File: src/rtl/pipe_result_collector.sv
// pipe_result_collector: tracks valid results of a fixed-latency pipeline, buffers them in a FIFO, issues credits
module pipe_result_collector #(
  parameter int N     = 10,
  parameter int LAT   = 3,
  parameter int DEPTH = 4
) (
  input  logic                         clk,
  input  logic                         rst_n,
  input  logic                         in_valid,
  output logic                         in_ready,
  input  logic [N-1:0]                 pipe_f,
  output logic                         out_valid,
  input  logic                         out_ready,
  output logic [N-1:0]                 out_data,
  output logic [$clog2(LAT+1)-1:0]     inflight,
  output logic [$clog2(DEPTH+1)-1:0]   count,
  output logic                         ovf_err
);
  localparam int IW = $clog2(LAT+1);
  localparam int CW = $clog2(DEPTH+1);
  localparam int AW = $clog2(DEPTH);
  logic [LAT-1:0] vchain;
  logic [N-1:0]   mem [DEPTH];
  logic [AW-1:0]  wr_ptr, rd_ptr;
  logic           accept, push, pop, drop, wr;
  assign accept    = in_valid && in_ready;
  assign push      = vchain[LAT-1];
  assign out_valid = count != '0;
  assign pop       = out_valid && out_ready;
  assign drop      = push && count == CW'(DEPTH) && !pop;
  assign wr        = push && !drop;
  assign out_data  = out_valid ? mem[rd_ptr] : '0;
  // credits come from registered state only, so in_ready has no combinational input path
  assign in_ready  = (int'(count) + int'(inflight)) < DEPTH;
  always_comb begin
    inflight = '0;
    for (int i = 0; i < LAT; i++) inflight = inflight + IW'(vchain[i]);
  end
  always_ff @(posedge clk)
    if (wr) mem[wr_ptr] <= pipe_f;
  always_ff @(posedge clk or negedge rst_n)
    if (!rst_n) begin
      vchain  <= '0;
      wr_ptr  <= '0;
      rd_ptr  <= '0;
      count   <= '0;
      ovf_err <= 1'b0;
    end else begin
      vchain  <= {vchain[LAT-2:0], accept};
      wr_ptr  <= wr ? wr_ptr + AW'(1) : wr_ptr;
      rd_ptr  <= pop ? rd_ptr + AW'(1) : rd_ptr;
      count   <= (wr && !pop) ? count + CW'(1) : (!wr && pop) ? count - CW'(1) : count;
      ovf_err <= ovf_err || drop || (in_valid && !in_ready);
    end
endmodule

File: config.mk
export PLATFORM = sky130hd
export DESIGN_NAME = pipe_result_collector
export DESIGN_NICKNAME = d
export VERILOG_FILES = /design/src/rtl/pipe_result_collector.sv
export SDC_FILE = /design/constraint.sdc
export NUM_CORES = 1
export LEC_CHECK = 0
export CORE_MARGIN = 10
export CORE_UTILIZATION = 40
export DETAILED_ROUTE_END_ITERATION = 10
export SLEW_MARGIN = 20
export SYNTH_ARGS = -nofsm -noshare
export SYNTH_HDL_FRONTEND = slang
export SYNTH_SLANG_ARGS = --single-unit
File: constraint.sdc
create_clock -name clk -period 5.6 [get_ports clk]
set_input_delay 1.12 -clock clk [delete_from_list [all_inputs] [get_ports clk]]
set_output_delay 1.12 -clock clk [all_outputs]
set_load 0.03 [all_outputs]
==> results.tsv, run 1 <==
stage	metric	value	unit
drt	drt_iter0_drc	49	
floorplanning	die_y	92.6	um
logic_synthesis	synth_cells	109	
logic_synthesis	synth_seq_cells	51	
floorplanning	core	5110	um2
logic_synthesis	seq_area_frac_synth	70.0	%
clock_network	htreeDepth	2	
power_and_ir_drop	p_seq_share	39.0	%
critical_path	end_kind	output port	
power_and_ir_drop	powerDensity	578	nW/um2
power_and_ir_drop	p_clk_share	16.2	%
final_layout	final_area	2580	um2
placement	place_area	2470	um2
drt	drtPass1Iterations	4	
timing	final-hold-violation-count	0	
logic_synthesis	async_flop_share	21.6	%
timing	max_freq	268	MHz
power_and_ir_drop	finalPower	1.49	mW
critical_path	start_kind	flop	
final_layout	diodes	0	
logic_synthesis	ys.flop_type	edfxtp_1	
power_and_ir_drop	vdd_drop_max	325	uV
global_routing	antenna_found_initial	0	
drt	vias	999	
timing	layout_worst_path_cycle_share	66.7	%
final_layout	num-fill-cells	438	
critical_path	worstPathMaxFanout	3	
timing	slew-limit-headroom	54.0	%
timing	timing.setup.tns	0	ps
floorplanning	pin_count	32	
run_status	status	complete, no violations	
global_routing	overflow	0	
drt	wl_per_cell	16.6	um
critical_path	critical_path_class	reg2out	
power_and_ir_drop	comb_power_share	44.8	%
floorplanning	die_w	92.6	um
global_routing	grt_pass1_wl	6210	um
drt	ant_nets	0	
power_and_ir_drop	p_switching	541	uW
critical_path	worstPathArrival	2620	ps
clock_network	cts-root-buf	clkbuf_8	
clock_network	clock_path_buffers	2	
clock_network	clk_pin_slew	80	ps
logic_synthesis	yosysTopAreaCellShare	57.0	%
floorplanning	placementRows	26	
logic_synthesis	yosysWarnings	0	
drt	via_per_inst	4.67	
hold_path	hold_class	reg2reg	
timing	fin_crit	3740	ps
placement	portBuffers	31	
power_and_ir_drop	p_sw_share	36.3	%
logic_synthesis	synth_area_leader_cell	edfxtp_1	
drt	wirelength	3560	um
clock_network	insertion_delay	290	ps
placement	place_ws	2190	ps
timing	rsz0062_at_grt	no	
clock_network	post-cts-setup-buffer-count	0	
power_and_ir_drop	p_leak	0.910	nW
logic_synthesis	synth_edf_count	40	
clock_network	cts_buffers	5	
timing	finalClockSkew	5.89	ps
clock_network	numClockSinks	51	
clock_network	cts_tree	built	
logic_synthesis	synth_cell_types	23	
floorplanning	initial_core_util	41.3	%
global_routing	grt_pass1_vias	1203	
logic_synthesis	avgSynthCellArea	19.3	um2
final_layout	fin_nets	165	
placement	hpwl	2570	um
global_routing	grt_start_max_net_pins	16	
clock_network	ctsResizeCount	0	
timing	setup_viol	0	
final_layout	layout-drive-gt1-share	13.2	%
logic_synthesis	synthTopCellsByArea	edfxtp_1 57%, dfrtp_1 13%, mux4_2 9.6%	
placement	place.gp.congestion	0.689	
flow_run	drv_cap	0	
floorplanning	die-area	8570	um2
final_layout	syn_to_final_growth	22.4	%
final_layout	multiInputGateArea	584	um2
final_layout	seq_area	1480	um2
critical_path	cp.required	4480	ps
logic_synthesis	synthesis.area	2110	um2
timing	slew_viol_final	0	
timing	worst_pin_slew	691	ps
global_routing	grtUsageTotal	9.32	%
logic_synthesis	syn_nets	131	
drt	drcViolationCount	0	
timing	worst_slack	1860	ps
power_and_ir_drop	p_int	951	uW
clock_network	hold_buffers	0	
==> placed cells by master, fill, tap and decap left out, types with 2 or more instances in the layout <==
master,synthesis,layout
xnor2_1,4,4
fa_1,2,2
edfxtp_1,40,40
dfrtp_1,11,11
and2_1,15,15
xor2_1,2,2
inv_1,4,4
clkbuf_8,0,5
clkdlybuf4s50_1,0,31
ha_1,6,6
mux4_2,9,9
==> worst paths after layout <==
| path | start | to | slack, ps | cells after the start |
|---|---|---|---|---|
| worst max register to register | count[0] | count[2] | 3210 | 8 |
| max in group asynchronous | rst_n | rd_ptr[1] | 4110 | 1 |
| worst min register to register | vchain[0] | vchain[1] | 420 | 0 |
| worst min-delay path | vchain[0] | vchain[1] | 420 | 0 |
| min in group asynchronous | rst_n | count[1] | 1150 | 1 |
| worst max-delay path | vchain[0] | in_ready | 1860 | 4 |
==> logic make-up (layout without fill, tap and decap cells) <==
kind of cell             Yosys count  in the layout  synth area share [%]
buffers and inverters              8             43                  2.25
adder cells (fa/ha/maj)            8              8                  5.46
multiplexers                      12             12                  12.1
flip-flops                        51             51                  70.0
AND/OR/NAND/NOR                   21             21                  6.77
AO/OA/AOI/OAI                      3              3                 0.890
XOR/XNOR                           6              6                  2.49
==> cell type report <==
class | instances | area share, %
Timing Repair Buffer | 31 | 12.0
Clock buffer | 5 | 2.67
Sequential cell | 51 | 57.2
Inverter | 4 | 0.582
Tap cell | 70 | 3.39
Clock inverter | 3 | 1.50
Multi-Input combinational cell | 50 | 22.6
==> power by group through the flow <==
stage               clock network [mW]  logic [mW]  registers (mW)
floorplan                            0       0.471           0.569
finish                           0.242       0.668           0.581
global placement                     0       0.673           0.590
global route                     0.268       0.724           0.601
CTS                              0.251       0.684           0.586
detailed placement                   0       0.681           0.595
==> synthesized netlist by cell type, drive strengths merged (2+ instances only) <==
master	instances
edfxtp	40
and2	15
dfrtp	11
mux4	10
ha	6
buf	4
inv	4
xnor2	4
fa	2
mux2	2
xor2	2
==> flip-flops by register name, indices dropped and copies added, names as in the netlist <==
signal	cells
wr_ptr	2
count	3
vchain	3
ovf_err	1
rd_ptr	2
mem	40
==> layer usage <==
metal	up-vias	GRT usage (%)	part of all wire [%]
met4	0	3.47	0.96
met2	22	15.4	51
li1	478	-	-
met1	493	10.7	43
met3	6	3.71	5.3
met5	-	0	0
==> through the flow <==
stage          utilization (%)  hold slack (ps)  instances
2_1_floorplan                -              386        109
3_3_place_gp              48.4              394        206
3_5_place_dp              48.4              399        206
4_1_cts                   50.5              425        214
5_1_grt                   50.5              441        214
6_report                  50.5              423        214
==> critical path, stage by stage, from the launching register on <==
cell	delay, ps
dfrtp_1	410
fa_1	450
ha_1	280
a311oi_1	420
clkdlybuf4s50_1	760
Power figures use the tool's default switching activity.
==> run 2, diff against run 1 <==
==> constraint.sdc (replaced) <==
create_clock -name clk -period 3.6 [get_ports clk]
set_input_delay 0.72 -clock clk [delete_from_list [all_inputs] [get_ports clk]]
set_output_delay 0.72 -clock clk [all_outputs]
set_load 0.03 [all_outputs]
==> run 2 against run 1 <==
  * Hold slack got worse by 2.1 ps
  * Sequential cell count unchanged
  * Design area increased by 1.7%
  * First-iteration DRC count decreased by 14%
  * Cell count increased by 0.93%
  * Register-to-register slack got worse by 2100 ps
  * Largest cell class unchanged
  * Largest power group unchanged
==> results.tsv, run 2 (synthesis results as in run 1) <==
stage	metric	value	unit	change
run_status	status	complete, no violations		unchanged
global_routing	grt_pass1_wl	6020	um	was 6210 um
placement	place.gp.congestion	0.715		was 0.689
timing	fin_crit	3290	ps	
global_routing	grt_start_max_net_pins	17		was 16
placement	hpwl	2650	um	was 2570 um
global_routing	overflow	0		unchanged
timing	rsz0062_at_grt	no		unchanged
clock_network	hold_buffers	0		unchanged
timing	slew_viol_final	0		unchanged
timing	setup_viol	0		unchanged
drt	ant_nets	0		unchanged
floorplanning	die_w	92.6	um	unchanged
timing	worst_pin_slew	555	ps	was 691 ps
final_layout	layout-drive-gt1-share	15.1	%	was 13.2%
clock_network	cts-root-buf	clkbuf_8		unchanged
clock_network	clk_pin_slew	80	ps	about the same
critical_path	worstPathMaxFanout	3		unchanged
power_and_ir_drop	p_leak	0.928	nW	was 0.910 nW
global_routing	grtUsageTotal	9.13	%	was 9.32%
critical_path	cp.required	2880	ps	was 4480 ps
critical_path	end_kind	output port		unchanged
floorplanning	die-area	8570	um2	unchanged
clock_network	numClockSinks	51		unchanged
critical_path	start_kind	flop		unchanged
drt	via_per_inst	4.90		was 4.67
drt	wl_per_cell	17.2	um	was 16.6 um
critical_path	crit_family	buffers and inverters		unchanged
final_layout	largest_reg_flops	40		unchanged
critical_path	crit_chain	fa_1 > ha_1 > a311oi_1 > clkdlybuf4s50_1		unchanged
final_layout	top_regs	mem (40), count (3), vchain (3)		unchanged
timing	finalClockSkew	5.15	ps	was 5.89 ps
clock_network	htreeDepth	2		unchanged
global_routing	grt_pass1_vias	1156		was 1203
critical_path	cpMaxStageDelayCell	clkdlybuf4s50_1		unchanged
timing	timing.setup.tns	0	ps	unchanged
clock_network	cts_tree	built		unchanged
final_layout	fin_nets	167		was 165
final_layout	num-fill-cells	436		was 438
drt	vias	1058		was 999
critical_path	critical_path_class	reg2out		unchanged
final_layout	diodes	0		unchanged
critical_path	cpPeakStageDelay	750	ps	was 760 ps
final_layout	regMostFlops	mem		unchanged
final_layout	syn_to_final_growth	24.5	%	was 22.4%
global_routing	antenna_found_initial	0		unchanged
critical_path	r2r_setup_slack	1160	ps	was 3210 ps
timing	layout_worst_path_cycle_share	91.3	%	
timing	final-hold-violation-count	0		unchanged
drt	wirelength	3710	um	was 3560 um
drt	drtPass1Iterations	4		unchanged
timing	max_freq	304	MHz	
power_and_ir_drop	powerDensity	925	nW/um2	was 578 nW/um2
clock_network	clock_path_buffers	2		unchanged
drt	drt_iter0_drc	42		was 49
final_layout	final_cell_mix	40 x edfxtp_1, 31 x clkdlybuf4s50_1, 15 x and2_1		unchanged
critical_path	worst-path-buf-inv	1		unchanged
clock_network	insertion_delay	300	ps	was 290 ps
clock_network	ctsResizeCount	0		unchanged
clock_network	post-cts-setup-buffer-count	0		unchanged
floorplanning	die_y	92.6	um	unchanged
clock_network	cts_buffers	5		unchanged
floorplanning	placementRows	26		unchanged
drt	drcViolationCount	0		unchanged
power_and_ir_drop	vdd_drop_max	720	uV	was 325 uV
timing	slew-limit-headroom	63.0	%	was 54.0%
hold_path	hold_class	reg2reg		unchanged
power_and_ir_drop	finalPower	2.43	mW	was 1.49 mW
critical_path	worstPathArrival	2570	ps	was 2620 ps
floorplanning	initial_core_util	41.3	%	unchanged
final_layout	final_common_cell	edfxtp_1		unchanged
floorplanning	core	5110	um2	unchanged
floorplanning	pin_count	32		unchanged
placement	portBuffers	31		unchanged
flow_run	drv_cap	0		unchanged
run 2: changes by cell type in the layout (fill, tap and decap cells not counted), sizes merged:
| cell | change |
|---|---|
| clkinvlp | +1 |
| bufinv | +1 |
| clkinv | -2 |
| buf | +2 |
run 2: layer usage:
layer	routed length [um]	vias to the layer above	GRT usage (%)
met3	195	5	3.63
met5	0	-	0
met1	1530	549	9.80
met2	1930	24	16.0
li1	-	480	-
met4	48	0	3.08
run 2: through the flow:
stage / setup slack [ps] / hold WS, ps / utilization, % / instances / area, um2
2_1_floorplan: 679 / 386 / - / 109 / 2110
4_1_cts: 286 / 427 / 51.4 / 216 / 2630
5_1_grt: 200 / 448 / 51.4 / 216 / 2630
3_5_place_dp: 618 / 409 / 48.7 / 208 / 2490
6_report: 313 / 421 / 51.4 / 216 / 2630
3_3_place_gp: 697 / 393 / 48.7 / 208 / 2490
run 2: where the power goes:
part | internal [mW] | switching, mW | leakage, nW | total (mW)
clock network | 0.277 | 0.180 | 0.0644 | 0.457
registers | 0.770 | 0.121 | 0.492 | 0.892
logic | 0.522 | 0.558 | 0.372 | 1.08
run 2: cell type report:
| cell class | count | area [um2] | share of cell area, % |
|---|---|---|---|
| tap | 70 | 87.6 | 3.34 |
| multi-input combinational | 50 | 584 | 22.3 |
| inverter | 4 | 15.0 | 0.572 |
| timing repair buffer | 33 | 325 | 12.4 |
| clock buffer | 5 | 68.8 | 2.62 |
| clock inverter | 3 | 67.6 | 2.57 |
| sequential | 51 | 1480 | 56.2 |
run 2: final timing paths:
kind                            cells after the start   endpoint       from
worst min register to register                      0  vchain[2]  vchain[1]
worst max-delay path                                4   in_ready  vchain[0]
max in group asynchronous                           1   count[1]      rst_n
worst min-delay path                                0  vchain[2]  vchain[1]
min in group asynchronous                           1   count[0]      rst_n
worst max register to register                      8   count[2]   count[0]
